File: src/rtl/ekg_lead_sampler.sv
// Electrode scan-and-lead engine: one ADC conversion per electrode per period, then packed leads e[k]-e[0].
// Optional build macro ADC_TIMEOUT_EN adds a bounded WAIT with a sticky timeout flag.
//
// state  | meaning
// IDLE   | waiting for a period tick
// REQ    | one-cycle conversion request for channel ch
// WAIT   | waiting for the ADC answer for channel ch
// ADV    | step ch to the next electrode before the next request
// CALC   | register all leads from the captured samples
module ekg_lead_sampler #(
  parameter int NUM_ELECTRODES = 3,
  parameter int CHANNEL_BASE   = 0,
  parameter int ADC_DATA_WIDTH = 17,
  parameter int SAMPLE_LSB     = 1,
  parameter int SAMPLE_WIDTH   = 10,
  parameter int LEAD_WIDTH     = SAMPLE_WIDTH + 1,
  parameter int READ_PERIOD    = 100_000,
  parameter int TIMEOUT_CYCLES = 4096
) (
  input  logic                                         clk_in,
  input  logic                                         rst_in,
  output logic                                         spi_trigger_out,
  output logic [ADC_DATA_WIDTH-1:0]                    spi_data_out,
  input  logic                                         spi_valid_in,
  input  logic [ADC_DATA_WIDTH-1:0]                    spi_data_in,
  output logic [(NUM_ELECTRODES-1)*LEAD_WIDTH-1:0]     leads_out,
  output logic                                         leads_valid_out,
  output logic                                         overrun_out,
  output logic                                         timeout_out
);

  localparam logic [2:0] S_IDLE = 3'd0;
  localparam logic [2:0] S_REQ  = 3'd1;
  localparam logic [2:0] S_WAIT = 3'd2;
  localparam logic [2:0] S_ADV  = 3'd3;
  localparam logic [2:0] S_CALC = 3'd4;

  localparam int PCW   = (READ_PERIOD > 1) ? $clog2(READ_PERIOD) : 1;
  localparam int PAD_W = ADC_DATA_WIDTH - 5;

  logic [2:0]              state;
  logic [2:0]              ch;
  logic [2:0]              chan;
  logic [PCW-1:0]          per_cnt;
  logic                    tick;
  logic                    last_ch;
  logic                    timeout_hit;
  logic [SAMPLE_WIDTH-1:0] sample;
  logic [SAMPLE_WIDTH-1:0] e_q [NUM_ELECTRODES];
  logic                    unused_bits;

  // Down-counting period timer; terminal count 0 is the scan tick.
  always_ff @(posedge clk_in) begin
    if (!rst_in) begin
      per_cnt <= '0;
    end else if (per_cnt == '0) begin
      per_cnt <= PCW'(READ_PERIOD - 1);
    end else begin
      per_cnt <= per_cnt - 1'b1;
    end
  end

  assign tick        = (per_cnt == '0);
  assign last_ch     = (ch == 3'(NUM_ELECTRODES - 1));
  assign chan        = 3'(CHANNEL_BASE) + ch;
  assign sample      = spi_data_in[SAMPLE_LSB +: SAMPLE_WIDTH];
  assign unused_bits = ^spi_data_in;

  assign spi_trigger_out = (state == S_REQ);
  assign spi_data_out    = (state == S_REQ || state == S_WAIT) ?
                           {2'b11, chan, {PAD_W{1'b0}}} : '0;

`ifdef ADC_TIMEOUT_EN
  localparam int TCW = (TIMEOUT_CYCLES > 1) ? $clog2(TIMEOUT_CYCLES) : 1;
  logic [TCW-1:0] wait_cnt;

  // Loaded while requesting so the first WAIT cycle starts the window.
  always_ff @(posedge clk_in) begin
    if (!rst_in) begin
      wait_cnt <= '0;
    end else if (state == S_REQ) begin
      wait_cnt <= TCW'(TIMEOUT_CYCLES - 1);
    end else if (state == S_WAIT && wait_cnt != '0) begin
      wait_cnt <= wait_cnt - 1'b1;
    end
  end

  assign timeout_hit = (state == S_WAIT) && !spi_valid_in && (wait_cnt == '0);

  always_ff @(posedge clk_in) begin
    if (!rst_in) begin
      timeout_out <= 1'b0;
    end else if (timeout_hit) begin
      timeout_out <= 1'b1;
    end
  end
`else
  logic unused_cfg;
  assign unused_cfg  = ^TIMEOUT_CYCLES;
  assign timeout_hit = 1'b0;
  assign timeout_out = 1'b0;
`endif

  always_ff @(posedge clk_in) begin
    if (!rst_in) begin
      state           <= S_IDLE;
      ch              <= '0;
      leads_out       <= '0;
      leads_valid_out <= 1'b0;
      overrun_out     <= 1'b0;
      for (int k = 0; k < NUM_ELECTRODES; k++) e_q[k] <= '0;
    end else begin
      leads_valid_out <= 1'b0;
      if (tick && state != S_IDLE) overrun_out <= 1'b1;
      case (state)
        S_IDLE: begin
          if (tick) begin
            ch    <= '0;
            state <= S_REQ;
          end
        end
        S_REQ: state <= S_WAIT;
        S_WAIT: begin
          if (spi_valid_in) begin
            for (int k = 0; k < NUM_ELECTRODES; k++) begin
              if (ch == 3'(k)) e_q[k] <= sample;
            end
            state <= last_ch ? S_CALC : S_ADV;
          end else if (timeout_hit) begin
            ch    <= '0;
            state <= S_IDLE;
          end
        end
        S_ADV: begin
          ch    <= ch + 3'd1;
          state <= S_REQ;
        end
        S_CALC: begin
          // Zero-extended operands keep every difference in range.
          for (int k = 1; k < NUM_ELECTRODES; k++) begin
            leads_out[(k-1)*LEAD_WIDTH +: LEAD_WIDTH] <=
              LEAD_WIDTH'(e_q[k]) - LEAD_WIDTH'(e_q[0]);
          end
          leads_valid_out <= 1'b1;
          state           <= S_IDLE;
        end
        default: state <= S_IDLE;
      endcase
    end
  end

endmodule

File: config.mk
export PLATFORM = sky130hd
export DESIGN_NAME = ekg_lead_sampler
export DESIGN_NICKNAME = d
export VERILOG_FILES = /design/src/rtl/ekg_lead_sampler.sv
export SDC_FILE = /design/constraint.sdc
export NUM_CORES = 1
export LEC_CHECK = 0
export ABC_AREA = 1
export BUFFER_PORTS_ARGS = -buffer_cell sky130_fd_sc_hd__buf_4
export CAP_MARGIN = 30
export CORE_MARGIN = 8
export CORE_UTILIZATION = 50
export CTS_BUF_LIST = sky130_fd_sc_hd__clkbuf_4 sky130_fd_sc_hd__clkbuf_8 sky130_fd_sc_hd__clkbuf_16
export DETAILED_ROUTE_END_ITERATION = 16
export PLACE_DENSITY = 0.77
export SYNTH_ARGS = -nofsm -noshare
export SYNTH_HDL_FRONTEND = slang
export SYNTH_SLANG_ARGS = --single-unit
File: constraint.sdc
create_clock -name clk_in -period 3 [get_ports clk_in]
set_clock_uncertainty 0.05 [all_clocks]
set_input_delay 0.3 -clock clk_in [delete_from_list [all_inputs] [get_ports clk_in]]
set_output_delay 0.3 -clock clk_in [all_outputs]
set_load 0.03 [all_outputs]
==> results by group, run 1 <==
Logic synthesis
  – Register bit count reported by yosys: 77
  – Number of synthesized flops with an enable pin: 30
  – Largest family of logic cells by synthesized area: simple AND/OR/NAND/NOR gates
  – Synth cell types: 35
  – Adder-cell share of the synthesized area: 8.55%
  – Post-Synth Simple-Gate Area: about 25%
  – Async SR Flop Fraction: 0%
  – Synthesis Warnings: 0
  – XOR/XNOR share of the synthesized area: around 1.9%
  – Mapped Avg Cell Area: approximately 8 sq um
  – Post-synthesis mux area share: 0%
  – Seq/Total Area, Yosys: between 40 and 50%
  – Mapped Area: just over 4000 sq um
  – Cell count after synthesis: 527
  – Synth Area in Compound Gates: ~8.9%
  – Main synth FF type: dfxtp_1

Detailed routing
  – DRT Pass-1 Iters: 4
  – Drt wl/cell: about 12 um
  – DR vias/cell: a little under 5
  – Routed Antenna Nets: 0
  – Routed wire length: 8350 um
  – Initial DRC count: ~220
  – Via Count: ~3,400
  – DR DRC count: 0

Setup path
  – Critical path class: register to primary output
  – Most used cell, CP: nor2_1
  – Slowest cell on crit path: dfxtp_1
  – Crit start category: register
  – Critical path peak fanout: 6
  – Worst r2r src: e_q[0][0]$_DFFE_PP_
  – Crit Reg-Reg Endpoint: leads_out[8]$_SDFFE_PN0P_
  – Reg2Reg Depth: 10
  – Crit. End Element: primary output
  – Data arrival, critical path: around 1.6 ns
  – CP max stage delay: about 0.47 ns
  – Worst reg2reg setup slack: 1.07 ns
  – Crit path cell chain: inv_2, nor2_1, nand2_2, nand2_1, inv_1, nor2_1, buf_4
  – Req. time, crit path: roughly 2.7 ns

Die
  – Horiz. Die Dim: ~110 um
  – Initial Utilization: 51.0%
  – I/O pin count: 63
  – Site Rows: 33
  – Core ar.: roughly 8000 sq um
  – Height of the die: around 110 um
  – DIE AREA: roughly 11,000 sq um

Global route
  – Maximum number of pins on one net before global-route repair: 42
  – First-pass GRT wire length: 14,100 um
  – Initial antenna violation count: 0
  – Total track usage: 15.1%
  – GRT Residual Overflow: 0
  – Vias in the first global route: between 3,000 and 4,000

Run
  – Number of max-cap violations: 0

Cells and area
  – Share of post-route cells with drive strength above 1: 13.5%
  – Final Non-Filler Cells: 682
  – Area grow syn2layout: 13.3%
  – Highest-count cells in the layout ignoring fill and taps: nand2_1, inv_1, nor2_1
  – Final Instance Area: around 4700 sq um
  – Most common cell after layout, fill and taps aside: nand2_1
  – Final-stage net count: 619
  – ANT cells: 0

Placement
  – Final HPWL DP: ~6400 um
  – Dpl cell area: 4500 sq um
  – Placed Cells: between 600 and 700
  – Port bufs: between 40 and 50
  – RePlAce Congestion: approximately 0.85
  – Dpl ws: roughly 1.1 ns

STA
  – Slew margin rel.: ~67%
  – Setup_tns: 0 ns
  – Slack of the critical path: 1.06 ns
  – Hold Vio Cnt, Final: 0
  – Tightest Pin Transition: approximately 0.49 ns
  – RSZ-0062 raised after global routing: no
  – Max Freq: around 520 MHz
  – Fin crit period: around 1.9 ns
  – Final Cycle Share: between 60 and 70%
  – Max-slew violation count: 0
  – Final setup vio count: 0
  – Hold slack final: 0.201 ns

Power and ir drop
  – Worst VDD drop: roughly 0.00025 V
  – Net Sw Frac: between 30% and 40%
  – Seq pwr share: around 43%
  – Logic gate share of total power: 33.6%
  – Sw Pwr: approximately 1200 uW
  – Pwr per Cell Area: around 660 nW/um^2
  – Leak Pwr: about 0.0023 uW
  – Int Power: around 1900 uW
  – Clk network pwr share: 23.4%

Clocking
  – # hold bufs at CTS: 0
  – Post-CTS sizing: 0
  – H-tree levels: 3
  – CTS tree: built
  – Clock buffer depth: 2
  – Post-CTS Setup Repair Bufs: 0
  – Num CTS Buffers: 9
  – Num Clock Sinks: 77
  – CTS root buf: clkbuf_8
  – Clock Latency Late Sink: about 0.36 ns
  – Clock Pin Slew Worst Setup and Hold Paths: ~0.090 ns

Worst hold path
  – Hold path depth: 3
  – Hold EP: e_q[0][14]$_DFFE_PP_
  – Worst min path class: input port to register
  – Hold Startpoint: spi_data_in[5]

Outcome
  – Outcome: complete, no violations
-- critical path: cells and delay by family, from the launching register on --
kind          cells  cell delay, ns
flops             1            0.47
simple gates      4            0.45
buf+inv           3            0.30
-- logic make-up (layout without fill, tap and decap cells) --
group           count (synthesis)  count (layout)
flops                          77              77
fa+ha+maj                      27              27
other cells                     1              13
xor+xnor                        9               9
compound gates                 66              66
simple gates                  246             246
buf+inv                       101             139
-- power by group through the flow --
stage               registers, uW  logic (uW)  clock network (uW)
finish                       1320        1030                 720
global route                 1340        1170                 777
CTS                          1320        1040                 733
detailed placement           1340        1030                   0
global placement             1340        1000                   0
floorplan                    1320         856                   0
-- layer usage --
layer,GRT usage (%),part of all wire [%],vias to the layer above
met5,0,0,-
met4,6.23,1.7,0
met3,3.60,7.2,13
met2,23.9,46,91
met1,19.5,45,1511
li1,-,-,1748
-- stage by stage --
stage               total power, uW  utilization, %
global route                   3290            57.8
CTS                            3090            57.8
global placement               2340            55.6
floorplan                      2170               -
finish                         3070            57.8
detailed placement             2370            55.6
-- registers in the layout (all words and copies together), names as in the netlist --
name and cells:
per_cnt 17, e_q 30, state 3, overrun_out 1, leads_out 22, ch 3
leads_valid_out 1
-- cell usage after synthesis (4+ instances only) --
cell type  number  area share, %
nor2_2          5           0.76
ha_1           25            7.6
nor2_1         72            6.5
nand4_1         5           0.76
inv_1          76            6.9
buf_2           4           0.49
xnor2_1         6            1.3
nand3_1        33            4.0
a21oi_1        36            4.4
nand2_1       115             10
clkbuf_1        4           0.36
buf_4          14            2.5
or2_2           4           0.61
o21ai_0        18            2.2
edfxtp_1       30             22
dfxtp_1        47             23
-- worst max-delay path by stage --
stage | cells after the start | slack [ns] | start | to
6_report | 7 | 1.06 | state[1]$_SDFFE_PN0P_ | spi_data_out[12]
2_1_floorplan | 6 | 1.25 | state[1]$_SDFFE_PN0P_ | spi_data_out[12]
4_1_cts | 7 | 1.07 | state[1]$_SDFFE_PN0P_ | spi_data_out[12]
3_5_place_dp | 10 | 1.09 | e_q[0][0]$_DFFE_PP_ | leads_out[8]$_SDFFE_PN0P_
5_1_grt | 10 | 0.89 | e_q[0][10]$_DFFE_PP_ | leads_out[8]$_SDFFE_PN0P_
3_3_place_gp | 10 | 1.20 | e_q[0][10]$_DFFE_PP_ | leads_out[8]$_SDFFE_PN0P_
-- area by class of cell --
cell class	count	area (sq um)
sequential	77	1840
tap	105	131
inverter	79	297
multi-input combinational	361	1900
fill	723	3410
timing repair buffer	44	330
clock buffer	10	131
clock inverter	6	46.3
Power figures use the tool's default switching activity.
==> run 2, diff against run 1 <==
==> constraint.sdc (replaced) <==
create_clock -name clk_in -period 1.8 [get_ports clk_in]
set_clock_uncertainty 0.05 [all_clocks]
set_input_delay 0.18 -clock clk_in [delete_from_list [all_inputs] [get_ports clk_in]]
set_output_delay 0.18 -clock clk_in [all_outputs]
set_load 0.03 [all_outputs]
==> results by group, run 2 (synthesis results as in run 1) <==
STA
  – Final Cycle Share: a little over nine tenths
  – Max Freq: 578 MHz
  – Fin crit period: roughly 1.7 ns
  – Final setup vio count: 0 (unchanged)
  – Max-slew violation count: 0 (unchanged)
  – Hold slack final: 0.0782 ns (was 0.201 ns)
  – Slack of the critical path: 0.0713 ns (was 1.06 ns)
  – Hold Vio Cnt, Final: 0 (unchanged)
  – RSZ-0062 raised after global routing: yes (was no)

Global route
  – Busiest grt layer: met2 (unchanged)
  – GRT Residual Overflow: 0 (unchanged)
  – Maximum number of pins on one net before global-route repair: 42 (unchanged)
  – Total track usage: 15.9% (was 15.1%)
  – Met2 Use GR: 25.4% (was 23.9%)
  – Met3 Usage GRT: 3.78% (was 3.60%)
  – First-pass GRT wire length: 14,700 um (was 14,100 um)
  – Vias in the first global route: 3,259 (was 3,147)
  – Met1 Track Usage GR: 19.5% (about the same)
  – Initial antenna violation count: 0 (unchanged)

Die
  – DIE AREA: 11,400 sq um (unchanged)
  – Core ar.: 8090 sq um (unchanged)
  – Initial Utilization: 51.0% (unchanged)
  – Site Rows: 33 (unchanged)
  – Horiz. Die Dim: 107 um (unchanged)
  – Height of the die: 107 um (unchanged)
  – I/O pin count: 63 (unchanged)

Detailed routing
  – Routed wire length: 8920 um (was 8350 um)
  – DR DRC count: 0 (unchanged)
  – Initial DRC count: 220 (was 215)
  – DRT Pass-1 Iters: 5 (was 4)
  – Via Count: 3,469 (was 3,363)
  – Drt wl/cell: 13.0 um (was 12.2 um)
  – DR vias/cell: 5.05 (was 4.93)
  – Routed Antenna Nets: 0 (unchanged)

Clocking
  – H-tree levels: 3 (unchanged)
  – Clock Latency Late Sink: 0.35 ns (was 0.36 ns)
  – Num CTS Buffers: 9 (unchanged)
  – Num Clock Sinks: 77 (unchanged)
  – Clock buffer depth: 2 (unchanged)
  – CTS tree: built (unchanged)
  – CTS root buf: clkbuf_8 (unchanged)
  – Clock Pin Slew Worst Setup and Hold Paths: 0.09 ns (about the same)

Placement
  – Dpl ws: -0.000972 ns (was 1.09 ns)
  – Placed Cells: 671 (was 666)
  – Port bufs: 42 (unchanged)
  – RePlAce Congestion: 0.863 (was 0.849)
  – Final HPWL DP: 6540 um (was 6370 um)

Setup path
  – CP max stage delay: 0.38 ns (was 0.47 ns)
  – Delay-heaviest family, CP: flip-flops (unchanged)
  – Crit start category: register (unchanged)
  – Most used cell, CP: inv_1 (was nor2_1)
  – Critical path peak fanout: 4 (was 6)
  – Req. time, crit path: 1.99 ns (was 2.65 ns)
  – WP buf/inv: 2 (was 3)
  – Slowest cell on crit path: edfxtp_1 (was dfxtp_1)
  – Data arrival, critical path: 1.92 ns (was 1.59 ns)
  – Critical path class: register to register (was register to primary output)
  – Crit path cell chain: inv_1, ha_1, a21oi_1, nand2_4, xnor2_2, nand2_1, o211ai_1, inv_1 (was inv_2, nor2_1, nand2_2, nand2_1, inv_1, nor2_1, buf_4)
  – Crit. End Element: register (was primary output)

Cells and area
  – Fill cells: 735 (was 723)
  – Biggest regs: e_q x30, leads_out x22, per_cnt x17 (unchanged)
  – Max reg flops: 30 (unchanged)
  – Share of post-route cells with drive strength above 1: 18.6% (was 13.5%)
  – Final Non-Filler Cells: 687 (was 682)
  – Final core occ: 59.9% (was 57.8%)
  – Area grow syn2layout: 17.4% (was 13.3%)
  – Highest-count cells in the layout ignoring fill and taps: nand2_1, inv_1, nor2_1 (unchanged)
  – Most flop-heavy register: e_q (unchanged)
  – Most common cell after layout, fill and taps aside: nand2_1 (unchanged)
  – ANT cells: 0 (unchanged)
  – Final-stage net count: 624 (was 619)

Power and ir drop
  – Pwr per Cell Area: 1090 nW/um^2 (was 657 nW/um^2)
  – Worst VDD drop: 0.000451 V (was 0.000254 V)
  – Leak Pwr: 0.00239 uW (was 0.00233 uW)

Worst hold path
  – Worst min path class: input port to register (unchanged)

Run
  – Number of max-cap violations: 0 (unchanged)

Outcome
  – Outcome: complete, no violations (unchanged)
==> run 2: stage by stage <==
step	cell area, sq um	setup TNS, ns	power, uW
final	4850	0	5260
after CTS	4770	-0.0109	5250
after global routing	4850	-0.196	5660
after detailed placement	4580	-0.000972	3990
after global placement	4580	0	3930
after floorplan	4170	0	3620
==> run 2: worst reg2reg max path, stage by stage (launching register included) <==
cell and delay [ns]:
edfxtp_1 0.38, inv_1 0.11, ha_1 0.30, a21oi_1 0.29
nand2_4 0.11, xnor2_2 0.18, nand2_1 0.07, o211ai_1 0.08
inv_1 0.06
==> run 2: where the power goes <==
| group | switching (uW) | internal, uW |
|---|---|---|
| combinational | 1130 | 672 |
| sequential | 181 | 2020 |
| clock | 657 | 600 |
| total | 1970 | 3290 |
==> run 2: worst paths after layout <==
path                          from                        end  slack, ns  cells past startpoint
max            e_q[0][3]$_DFFE_PP_  leads_out[4]$_SDFFE_PN0P_       0.07                      8
min                 spi_data_in[8]       e_q[0][27]$_DFFE_PP_       0.08                      3
max reg2reg    e_q[0][3]$_DFFE_PP_  leads_out[4]$_SDFFE_PN0P_       0.07                      8
min reg2reg  per_cnt[0]$_SDFF_PN0_      per_cnt[0]$_SDFF_PN0_       0.39                      1
==> run 2: what timing repair did <==
action	CTS	global route
pin swaps	0	2
hold endpoints to repair	0	0
endpoints found under the setup margin	2	21
resized for setup	1	28
hold buffers	0	0
setup buffers	0	0
==> run 2: final cells by class <==
cell class	instances	area, sq um	area share, %
Inverter	79	297	6.12
Sequential cell	77	1850	38.1
Tap cell	105	131	2.71
Multi-Input combinational cell	361	1980	40.8
Timing Repair Buffer	49	405	8.37
Clock buffer	11	156	3.23
Clock inverter	5	31.3	0.645
==> run 2: routing by layer <==
| layer | part of all wire (%) | wire, um |
|---|---|---|
| met4 | 2.9 | 258 |
| met3 | 6.1 | 547 |
| met1 | 45 | 4030 |
| met2 | 46 | 4080 |
| met5 | 0 | 0 |
==> run 3, diff against run 2 <==
--- a/config.mk
+++ b/config.mk
@@ -6,13 +6,13 @@
 export NUM_CORES = 1
 export LEC_CHECK = 0
 export ABC_AREA = 1
-export BUFFER_PORTS_ARGS = -buffer_cell sky130_fd_sc_hd__buf_4
 export CAP_MARGIN = 30
 export CORE_MARGIN = 8
 export CORE_UTILIZATION = 50
 export CTS_BUF_LIST = sky130_fd_sc_hd__clkbuf_4 sky130_fd_sc_hd__clkbuf_8 sky130_fd_sc_hd__clkbuf_16
 export DETAILED_ROUTE_END_ITERATION = 16
-export PLACE_DENSITY = 0.77
+export DONT_BUFFER_PORTS = 1
+export PLACE_DENSITY = 0.7
 export SYNTH_ARGS = -nofsm -noshare
 export SYNTH_HDL_FRONTEND = slang
 export SYNTH_SLANG_ARGS = --single-unit
==> results by group, run 3 (synthesis results as in run 1) <==
Outcome
  – Outcome: complete, no violations (unchanged)

Die
  – Horiz. Die Dim: 107 um (unchanged)
  – Core ar.: 8090 sq um (unchanged)
  – Height of the die: 107 um (unchanged)
  – Site Rows: 33 (unchanged)
  – I/O pin count: 63 (unchanged)
  – DIE AREA: 11,400 sq um (unchanged)
  – Initial Utilization: 51.0% (unchanged)

STA
  – Max Freq: 580 MHz (was 578 MHz)
  – Slew margin rel.: 52.2%
  – Tightest Pin Transition: just over 0.7 ns
  – RSZ-0062 raised after global routing: yes (unchanged)
  – Final Cycle Share: 95.8% (was 96.0%)
  – Hold Vio Cnt, Final: 0 (unchanged)
  – Max-slew violation count: 0 (unchanged)
  – Fin crit period: 1.72 ns (was 1.73 ns)
  – Slack of the critical path: 0.0752 ns (was 0.0713 ns)
  – Setup_tns: 0 ns (unchanged)
  – Final setup vio count: 0 (unchanged)

Detailed routing
  – Routed Antenna Nets: 0 (unchanged)
  – Drt wl/cell: 13.7 um (was 13.0 um)
  – Initial DRC count: 153 (was 220)
  – Routed wire length: 9070 um (was 8920 um)
  – Via Count: 3,318 (was 3,469)
  – DRT Pass-1 Iters: 4 (was 5)
  – DR DRC count: 0 (unchanged)
  – DR vias/cell: 5.00 (was 5.05)

Cells and area
  – ANT cells: 0 (unchanged)
  – Share of post-route cells with drive strength above 1: 12.0% (was 18.6%)
  – Final Non-Filler Cells: 663 (was 687)
  – Final core occ: 57.4% (was 59.9%)
  – Final Instance Area: 4640 sq um (was 4850 sq um)
  – Area grow syn2layout: 12.5% (was 17.4%)
  – Fill cells: 753 (was 735)
  – Most common cell after layout, fill and taps aside: nand2_1 (unchanged)
  – Max reg flops: 30 (unchanged)
  – Final-stage net count: 600 (was 624)
  – Biggest regs: e_q x30, leads_out x22, per_cnt x17 (unchanged)
  – Most flop-heavy register: e_q (unchanged)
  – Highest-count cells in the layout ignoring fill and taps: nand2_1, inv_1, nor2_1 (unchanged)

Clocking
  – Clock buffer depth: 2 (unchanged)
  – CTS tree: built (unchanged)
  – Clock Latency Late Sink: 0.35 ns (about the same)
  – Num CTS Buffers: 9 (unchanged)
  – Clock Pin Slew Worst Setup and Hold Paths: 0.08 ns (was 0.09 ns)
  – H-tree levels: 3 (unchanged)
  – CTS root buf: clkbuf_8 (unchanged)
  – Num Clock Sinks: 77 (unchanged)

Power and ir drop
  – Worst VDD drop: 0.000576 V (was 0.000451 V)
  – Leak Pwr: 0.00224 uW (was 0.00239 uW)
  – Pwr per Cell Area: 1100 nW/um^2 (was 1090 nW/um^2)

Setup path
  – Crit path from: e_q[0][0]$_DFFE_PP_ (was e_q[0][3]$_DFFE_PP_)
  – Crit Reg-Reg Endpoint: leads_out[6]$_SDFFE_PN0P_ (was leads_out[4]$_SDFFE_PN0P_)
  – Crit path capture: leads_out[6]$_SDFFE_PN0P_ (was leads_out[4]$_SDFFE_PN0P_)
  – Critical path peak fanout: 3 (was 4)
  – Worst reg2reg setup slack: 0.08 ns (was 0.07 ns)
  – Critical path class: register to register (unchanged)
  – Crit. End Element: register (unchanged)
  – Worst r2r src: e_q[0][0]$_DFFE_PP_ (was e_q[0][3]$_DFFE_PP_)
  – Req. time, crit path: 1.98 ns (was 1.99 ns)
  – Crit start category: register (unchanged)
  – Data arrival, critical path: 1.91 ns (was 1.92 ns)
  – Reg2Reg Depth: 10 (was 8)

Placement
  – Final HPWL DP: 6580 um (was 6540 um)
  – Placed Cells: 636 (was 671)
  – Dpl cell area: 4310 sq um (was 4580 sq um)
  – Dpl ws: 0.0219 ns (was -0.000972 ns)
  – RePlAce Congestion: 0.872 (was 0.863)
  – Port bufs: 0 (was 42)

Run
  – Number of max-cap violations: 0 (unchanged)

Global route
  – Initial antenna violation count: 0 (unchanged)
  – Maximum number of pins on one net before global-route repair: 33 (was 42)
  – Total track usage: 15.8% (was 15.9%)
  – GRT Residual Overflow: 0 (unchanged)
  – First-pass GRT wire length: 14,500 um (was 14,700 um)
  – Vias in the first global route: 3,157 (was 3,259)

Worst hold path
  – Worst min path class: input port to register (unchanged)
## run 3: worst min-delay path by stage
stage,start,endpoint,slack (ns),depth (start not counted)
after CTS,spi_data_in[4],e_q[0][3]$_DFFE_PP_,0.003,2
after global routing,spi_data_in[4],e_q[0][3]$_DFFE_PP_,0.02,2
after floorplan,spi_valid_in,state[0]$_SDFFE_PN0P_,0.33,2
after global placement,rst_in,per_cnt[15]$_SDFF_PN0_,0.23,2
after detailed placement,rst_in,per_cnt[15]$_SDFF_PN0_,0.24,2
final,spi_data_in[4],e_q[0][3]$_DFFE_PP_,0.01,2
## run 3: routing by layer
| layer | track usage, % | wire (um) | vias up |
|---|---|---|---|
| met4 | 5.33 | 102 | 0 |
| li1 | - | - | 1714 |
| met1 | 19.5 | 4060 | 1516 |
| met2 | 26.3 | 4360 | 79 |
| met3 | 3.78 | 542 | 9 |
| met5 | 0 | 0 | - |
## run 3: critical path, stage by stage, from the launching register on
cell	delay [ns]
edfxtp_1	0.41
ha_1	0.23
inv_2	0.08
fa_2	0.20
nand3_1	0.09
nand2_2	0.12
nand2_2	0.06
nand3_1	0.07
nand2_1	0.08
o21ai_1	0.16
inv_1	0.06
## run 3: per-stage QoR
step	total power, uW	hold slack (ns)
2_1_floorplan	3620	0.326
3_3_place_gp	3900	0.233
3_5_place_dp	3950	0.235
4_1_cts	5140	0.00259
5_1_grt	5520	0.0171
6_report	5130	0.0112
## run 3: what timing repair did
action / 4_1_cts / 5_1_grt
buffers inserted: 0 / 2
hold buffers: 9 / 0
endpoints found under the setup margin: 1 / 21
gates resized for setup: 1 / 19
hold endpoints to repair: 36 / 0
pin swaps: 1 / 5
## run 3: layout make-up
cell class / instances / area (sq um) / area share, %
multi-input combinational: 361 / 1950 / 42.0
tap: 105 / 131 / 2.83
inverter: 79 / 297 / 6.39
clock inverter: 6 / 38.8 / 0.836
timing repair buffer: 25 / 248 / 5.34
clock buffer: 10 / 131 / 2.83
sequential: 77 / 1850 / 39.8
## run 3: where the power goes
| group | switching, uW | leakage (uW) | total [uW] | internal (uW) |
|---|---|---|---|---|
| Combinational | 1120 | 0.00146 | 1780 | 652 |
| Clock | 640 | 0.0000903 | 1150 | 515 |
| Sequential | 179 | 0.000692 | 2200 | 2020 |
| Total | 1940 | 0.00224 | 5130 | 3190 |
